<file path="src/rtl/word_tx_if.sv">
// Word transmitter bus: parallel word and send request in, serial line and status out.
interface word_tx_if;
  logic [15:0] din;
  logic        send;
  logic        txd;
  logic        busy;
  logic        done;
  logic [15:0] sout;

  // Requester side: supplies the word and the debounced key level
  modport master (
    output din,
    output send,
    input  txd,
    input  busy,
    input  done,
    input  sout
  );

  // Transmitter side
  modport slave (
    input  din,
    input  send,
    output txd,
    output busy,
    output done,
    output sout
  );
endinterface

</file>
<file path="src/rtl/word_tx.sv">
// 16-bit word serialiser: start bit, 16 data bits LSB first, stop bit.
// One frame per key press; the key must be released before the next frame.
module word_tx #(
  parameter logic [15:0] BIT_CYC = 16'd50000,
  parameter logic [7:0]  BIT_NUM = 8'h10
) (
  input  logic       clk,
  input  logic       rst,
  word_tx_if.slave   bus
);

  localparam int unsigned CNT_W  = 16;
  localparam int unsigned NUM_W  = 4;
  localparam int unsigned DATA_W = 16;

  localparam logic [CNT_W-1:0] CNT_LAST = BIT_CYC - 16'd1;
  localparam logic [NUM_W-1:0] NUM_LAST = NUM_W'(BIT_NUM - 8'd1);

  typedef enum logic [2:0] {
    S_IDLE = 3'd0,
    S_PREP = 3'd1,
    S_STRT = 3'd2,
    S_DATA = 3'd3,
    S_STOP = 3'd4,
    S_HOLD = 3'd5
  } state_t;

  state_t              state_q;
  logic [CNT_W-1:0]    cnt_q;
  logic [NUM_W-1:0]    num_q;
  logic [DATA_W-1:0]   sh_q;
  logic                txd_q;
  logic                busy_q;
  logic                done_q;
  logic [DATA_W-1:0]   sout_q;
  logic                bit_end;

  // Last cycle of the current bit period
  assign bit_end = (cnt_q == CNT_LAST);

  // Frame sequencer with registered line, status and bit-index outputs
  always_ff @(posedge clk) begin
    if (rst) begin
      state_q <= S_IDLE;
      cnt_q   <= '0;
      num_q   <= '0;
      sh_q    <= '0;
      txd_q   <= 1'b1;
      busy_q  <= 1'b0;
      done_q  <= 1'b0;
      sout_q  <= '0;
    end else begin
      done_q <= 1'b0;
      case (state_q)
        S_IDLE: begin
          state_q <= S_PREP;
          cnt_q   <= '0;
          num_q   <= '0;
          txd_q   <= 1'b1;
          busy_q  <= 1'b0;
          sout_q  <= '0;
        end
        S_PREP: begin
          if (bus.send) begin
            state_q <= S_STRT;
            sh_q    <= bus.din;
            cnt_q   <= '0;
            num_q   <= '0;
            txd_q   <= 1'b0;
            busy_q  <= 1'b1;
          end
        end
        S_STRT: begin
          if (bit_end) begin
            state_q <= S_DATA;
            cnt_q   <= '0;
            txd_q   <= sh_q[0];
            sout_q  <= DATA_W'(1);
          end else begin
            cnt_q <= cnt_q + CNT_W'(1);
          end
        end
        S_DATA: begin
          if (bit_end) begin
            cnt_q <= '0;
            if (num_q == NUM_LAST) begin
              state_q <= S_STOP;
              txd_q   <= 1'b1;
              sout_q  <= '0;
            end else begin
              num_q  <= num_q + NUM_W'(1);
              sh_q   <= sh_q >> 1;
              txd_q  <= sh_q[1];
              sout_q <= DATA_W'(1) << (num_q + NUM_W'(1));
            end
          end else begin
            cnt_q <= cnt_q + CNT_W'(1);
          end
        end
        S_STOP: begin
          if (bit_end) begin
            state_q <= S_HOLD;
            cnt_q   <= '0;
            busy_q  <= 1'b0;
            done_q  <= 1'b1;
          end else begin
            cnt_q <= cnt_q + CNT_W'(1);
          end
        end
        S_HOLD: begin
          // Wait for key release so a held key yields a single frame
          if (!bus.send) begin
            state_q <= S_PREP;
          end
        end
        default: begin
          state_q <= S_IDLE;
          cnt_q   <= '0;
          num_q   <= '0;
          txd_q   <= 1'b1;
          busy_q  <= 1'b0;
          sout_q  <= '0;
        end
      endcase
    end
  end

  assign bus.txd  = txd_q;
  assign bus.busy = busy_q;
  assign bus.done = done_q;
  assign bus.sout = sout_q;

endmodule

</file>
<file path="src/flat_wrapper.sv">
// flat-port wrapper written by rule: the top's interface ports become plain ports
module word_tx_flat 
#(
  parameter logic [15:0] BIT_CYC = 16'd50000,
  parameter logic [7:0]  BIT_NUM = 8'h10
)
  (clk, rst, bus_din, bus_send, bus_txd, bus_busy, bus_done, bus_sout);
  word_tx_if bus_i ();
  input  logic clk;
  input  logic rst;
  input wire logic [$bits(bus_i.din)-1:0] bus_din;
  input wire logic [$bits(bus_i.send)-1:0] bus_send;
  output wire logic [$bits(bus_i.txd)-1:0] bus_txd;
  output wire logic [$bits(bus_i.busy)-1:0] bus_busy;
  output wire logic [$bits(bus_i.done)-1:0] bus_done;
  output wire logic [$bits(bus_i.sout)-1:0] bus_sout;
  assign bus_i.din = bus_din;
  assign bus_i.send = bus_send;
  assign bus_txd = bus_i.txd;
  assign bus_busy = bus_i.busy;
  assign bus_done = bus_i.done;
  assign bus_sout = bus_i.sout;
  word_tx #(.BIT_CYC(BIT_CYC), .BIT_NUM(BIT_NUM)) u_core (.clk(clk), .rst(rst), .bus(bus_i));
endmodule
</file>
<file path="config.mk">
export PLATFORM = sky130hd
export DESIGN_NAME = word_tx_flat
export DESIGN_NICKNAME = d
export VERILOG_FILES = /design/src/rtl/word_tx_if.sv /design/src/rtl/word_tx.sv /design/src/flat_wrapper.sv
export SDC_FILE = /design/constraint.sdc
export NUM_CORES = 1
export LEC_CHECK = 0
export ABC_AREA = 1
export BUFFER_PORTS_ARGS = -buffer_cell sky130_fd_sc_hd__buf_2
export CAP_MARGIN = 15
export CORE_MARGIN = 4
export CORE_UTILIZATION = 48
export DETAILED_ROUTE_END_ITERATION = 8
export PLACE_DENSITY = 0.73
export SLEW_MARGIN = 20
export SYNTH_ARGS = -nofsm -noshare
export SYNTH_HDL_FRONTEND = slang
export SYNTH_SLANG_ARGS = --single-unit
</file>
<file path="constraint.sdc">
create_clock -name clk -period 3.2 [get_ports clk]
set_clock_uncertainty 0.15 [all_clocks]
set_input_delay 0 -clock clk [delete_from_list [all_inputs] [get_ports clk]]
set_output_delay 0 -clock clk [all_outputs]
set_load 0.01 [all_outputs]
</file>
==> metrics.txt, run 1 <==
status finished clean; cell with the most instances after synthesis nand2_1; vias in the first global route 3133; CP Max Fanout 25; initial antenna violation count 0; top cells by area, synth dfxtp_1 (34%), nand2_1 (16%), nor2_1 (6.9%), nand3_1 (6.8%), inv_1 (6.4%); top_reg_cell synth dfxtp_1; Root Buffer Master clkbuf_8; Starting Density 0.495; Cell Area, Placed approximately 3600 sq um; clock-pin transition on the worst setup and hold timing paths about 0.070 ns; drt pass-1 iters 6; arrival time at the worst endpoint approximately 3 ns; dpl hpwl between 5000 and 6000 um; WS Path Type flip-flop to flip-flop; Max clock buf depth 2; Wirelength per Cell 12.2 um; num ports 38; die area ~8400 sq um; Tcrit/Tclk final 0.891; RSZ-0062 raised after global routing false; area share of the largest cell type after synthesis 0.344; syn avg cell area between 6 and 7 sq um; # H-tree levels 3; startpoint types flip-flop; CTS tree yes; Synth Warn # 0; Synth Register Bits slightly below 60; routed wire length a little over 8000 um; Distinct cells, synth 32; post-synthesis net count around 540; minimum clock period ~2.9 ns; Area Growth Syn to Fin 19.7%; Final Net Count around 590; Final ANT Viol Nets 0; top cell type by total area after synthesis dfxtp_1; VDD IR-drop max roughly 0.37 mV; Worst-Skew Late Latency between 0.3 and 0.4 ns; post_cts resized 0; setup ws final approximately 0.35 ns; Chip Width 91.9 um; synth cell count leaders nand2_1 (145), nor2_1 (62), dfxtp_1 (58), inv_1 (58), nand3_1 (46); Max-slew headroom 0.561; number of hold violations in the final report 0; f_max about 350 MHz; Final Slew Violations 0; grt ovf 0; largest net degree at the start of global routing 31; Syn Inst Count around 510; ys async rst share 0; Hold Path Depth 3; Sink Count 58; total CTS buffers 9; sequential-to-total area share from yosys stat 0.344; setup TNS 0 ns; Initial DRC Count ~170; pre-CTS setup slack around 0.91 ns; Residual DRC 0; hold crit path type primary input to flip-flop; Core Rows 30; GRT Util Overall 0.203; actual slew at the worst max-slew pin 0.658 ns; fin util 0.592; core region area slightly below 7000 sq um; Setup crit end kind flip-flop; port buffer count 37; Leak about 0.0018 uW; layout cells sized above 1 0.181; Syn Std Cell Area between 3000 and 4000 sq um; DR vias ~3300; power per cell area 853 nW/um^2; Design Area, Final ~4000 sq um; DR vias/cell between 5 and 6; R2R depth 9; Die Y between 90 and 100 um; # setup viols final 0; Final GP Congestion between 0.9 and 1; EDFF count, synth 0; CP required around 3.3 ns; Antenna diodes 0; max capacitance violation total 0; first-pass GRT wire length between 10000 and 15000 um
## final cells by class
cell class	count	area (sq um)
clock buffers	12	165
clock inverters	4	120
fillers	659	2790
inverters	67	259
multi-input cells	370	1840
flip-flops and latches	58	1160
well taps	96	120
repair buffers	57	383
## state kept, by name, indices dropped and copies added (netlist names)
signal           cells
u_core.bus.sout     16
u_core.cnt_q        16
u_core.sh_q         16
u_core.num_q         4
u_core.state_q       3
u_core.bus.busy      1
u_core.bus.done      1
u_core.bus.txd       1
## worst max-delay path, cell delays in order (launching register included)
cell and delay [ns]:
dfxtp_1 0.43, inv_6 0.14, nand3_4 0.22, inv_2 0.41, nand3_1 0.23, nand2_4 0.24
nand2_4 0.20, nand2_2 0.11, a21oi_2 0.05, dlygate4sd3_1 0.56
## path summary, 6_finish.rpt
kind                startpoint              end  slack (ns)
max reg2reg  u_core.state_q[2]  u_core.sh_q[12]        0.35
max          u_core.state_q[2]  u_core.sh_q[12]        0.35
min                        rst   u_core.sh_q[9]        0.02
min reg2reg     u_core.sh_q[3]   u_core.sh_q[3]        0.32
## placed cells by master (no fill, tap or decap), types with 2 or more instances in the layout
master           n
clkbuf_8        12
nand2_1        145
nor2_1          62
dfxtp_1         58
o21ai_0          8
nand4_1         17
buf_2           37
bufinv_16        4
nand3_4          2
nand2_4          5
xor2_1           3
dlygate4sd3_1   19
nand3_2          2
a21oi_1         24
inv_1           58
nor2_4           2
inv_2            6
nand3_1         46
a21oi_2         11
o21bai_1         5
nand2_2         16
ha_1             6
nor3_1          12
## cells by family after synthesis
logic type,Yosys count,share of synthesized area
buffers and inverters,85,0.113
adders and majority gates,6,0.0222
DFF,58,0.344
xor gates and xnor gates,3,0.00778
AOI/OAI and AO/OA,49,0.0896
and+or+nand+nor,312,0.424
## power by group
| part | internal, uW | switching (uW) | leakage, uW |
|---|---|---|---|
| Clock | 660 | 296 | 0.000143 |
| Combinational | 492 | 949 | 0.00122 |
| Sequential | 916 | 135 | 0.000473 |
## timing repair
action / in CTS / in global routing
endpoints found under the hold margin: 20 / 0
setup buffers: 0 / 0
hold buffers: 19 / 0
## per-stage QoR
step	instances	total power, uW	hold WS [ns]
after CTS	664	3460	0.000258
after detailed placement	629	2470	0.214
after global routing	664	3730	0.0349
final	664	3450	0.0240
after floorplan	513	2220	0.0518
after global placement	629	2440	0.194
## per-layer routing
metal | up-vias | global-route usage | wire length, um
met4 | 0 | 0.0903 | 150
met3 | 14 | 0.0369 | 437
met5 | - | 0 | 0
met2 | 101 | 0.328 | 3780
met1 | 1493 | 0.263 | 3750
li1 | 1718 | - | -
No activity file was read; power rests on OpenSTA's default activity.
==> inputs of run 2 (changes only) <==
--- a/config.mk
+++ b/config.mk
@@ -8,10 +8,12 @@
 export ABC_AREA = 1
 export BUFFER_PORTS_ARGS = -buffer_cell sky130_fd_sc_hd__buf_2
 export CAP_MARGIN = 15
+export CELL_PAD_IN_SITES_DETAIL_PLACEMENT = 1
+export CELL_PAD_IN_SITES_GLOBAL_PLACEMENT = 2
 export CORE_MARGIN = 4
-export CORE_UTILIZATION = 48
+export CORE_UTILIZATION = 35
 export DETAILED_ROUTE_END_ITERATION = 8
-export PLACE_DENSITY = 0.73
+export PLACE_DENSITY = 0.92
 export SLEW_MARGIN = 20
 export SYNTH_ARGS = -nofsm -noshare
 export SYNTH_HDL_FRONTEND = slang
==> metrics.txt, run 2 (synthesis results as in run 1) <==
status finished clean; Int Power roughly 1800 uW; Wirelength per Cell between 10 and 15 um; Starting Density 0.362; Sequential Power Share 0.334; Core Rows 35; layout cells sized above 1 0.173; clock-pin transition on the worst setup and hold timing paths ~0.07 ns; core region area between 9000 and 10000 sq um; initial antenna violation count 0; setup TNS 0 ns; Residual DRC 0; dpl hpwl 6500 um; Max clock buf depth 2; hold crit path type primary input to flip-flop; CP Max Fanout 25; DR vias approximately 3300; Power, Total 3160 uW; Switching Share 0.443; Chip Width roughly 110 um; Final Slew Violations 0; Tcrit/Tclk final 0.730; Final GP Congestion approximately 0.81; CTS tree yes; commonest non-fill, non-tap cell in the layout nand2_1; Final Net Count roughly 600; startpoint types flip-flop; GRT Util Overall 0.174; Antenna diodes 0; f_max 428 MHz; max capacitance violation total 0; minimum clock period roughly 2.3 ns; most frequent cells in the layout nand2_1 (145), nor2_1 (62), inv_1 (58), dfxtp_1 (58), nand3_1 (46); Root Buffer Master clkbuf_8; largest net degree at the start of global routing 31; drt pass-1 iters 4; arrival time at the worst endpoint around 2.4 ns; RSZ-0062 raised after global routing false; total CTS buffers 9; Max-slew headroom 0.504; Final ANT Viol Nets 0; actual slew at the worst max-slew pin between 0.7 and 0.8 ns; Initial DRC Count around 120; P_sw 1400 uW; port buffer count 37; first-pass GRT wire length between 15000 and 20000 um; Logic pwr share 0.460; die area between 10000 and 15000 sq um; num ports 38; Clock power frac 0.206; WS Path Type flip-flop to flip-flop; # setup viols final 0; vias in the first global route between 3000 and 4000; Sink Count 58; post_cts resized 0; DR vias/cell roughly 4.8; Die Y about 110 um; CP required between 3 and 4 ns; Leak approximately 0.0018 uW; Worst-Skew Late Latency roughly 0.34 ns; VDD IR-drop max between 0.2 and 0.25 mV; grt ovf 0; routed wire length roughly 9200 um; # H-tree levels 3; power per cell area about 800 nW/um^2; Area Growth Syn to Fin 16.9%; Setup crit end kind flip-flop; number of hold violations in the final report 0
-- run 2: changes by cell type in the layout (fill, tap and decap cells not counted) --
cell,before,now
clkinv_2,0,2
bufinv_16,4,1
dlygate4sd3_1,19,17
clkbuf_1,0,4
buf_4,1,0
clkbuf_8,12,9
-- run 2: routing by layer --
metal	track usage	wire, um	vias up
li1	-	-	1722
met1	0.231	4430	1525
met2	0.283	4340	62
met3	0.0285	328	14
met4	0.0638	130	0
met5	0	0	-
-- run 2: path summary, 6_finish.rpt --
path              slack (ns)              start  cells after the start         endpoint
hold / removal          0.07                rst                      2  u_core.num_q[1]
hold reg to reg         0.32     u_core.sh_q[9]                      2   u_core.sh_q[9]
setup / recovery        0.86  u_core.state_q[2]                      8   u_core.sh_q[2]
setup reg to reg        0.86  u_core.state_q[2]                      8   u_core.sh_q[2]
-- run 2: through the flow --
stage	hold WS [ns]	std cells	area [sq um]	util	setup WS (ns)
final	0.0720	694	3950	0.424	0.865
after global routing	0.0885	694	3950	0.424	0.648
after CTS	0.0654	694	3950	0.424	0.854
after detailed placement	0.230	661	3600	0.386	0.866
after global placement	0.216	661	3600	0.386	0.952
after floorplan	0.0518	513	3380	-	1.53
-- run 2: critical path: stages, from the launching register on --
cell and delay [ns]:
dfxtp_1 0.43, inv_6 0.14, nand3_4 0.24, inv_2 0.42, nand3_1 0.21, nand2_4 0.23
nand2_4 0.20, nand2_1 0.11, a21oi_1 0.06
-- run 2: final cells by class --
cell class                 count  area (sq um)
tap                          129           161
inverter                      67           259
timing repair buffer          54           355
clock inverter                 3          40.0
multi-input combinational    370          1840
fill                        1262          5380
sequential                    58          1160
clock buffer                  13           139
-- run 2: power by group through the flow --
stage          Combinational [uW]  Clock, uW  Sequential, uW
6_report                     1450        652            1050
5_1_grt                      1680        700            1080
4_1_cts                      1480        670            1060
3_5_place_dp                 1450          0            1070
3_3_place_gp                 1390          0            1060
2_1_floorplan                1130          0            1090
-- run 2: timing repair --
action | in CTS | in global routing
endpoints found under the setup margin | 0 | 0
hold endpoints to repair | 19 | 0
setup buffers | 0 | 0
hold buffers | 17 | 0
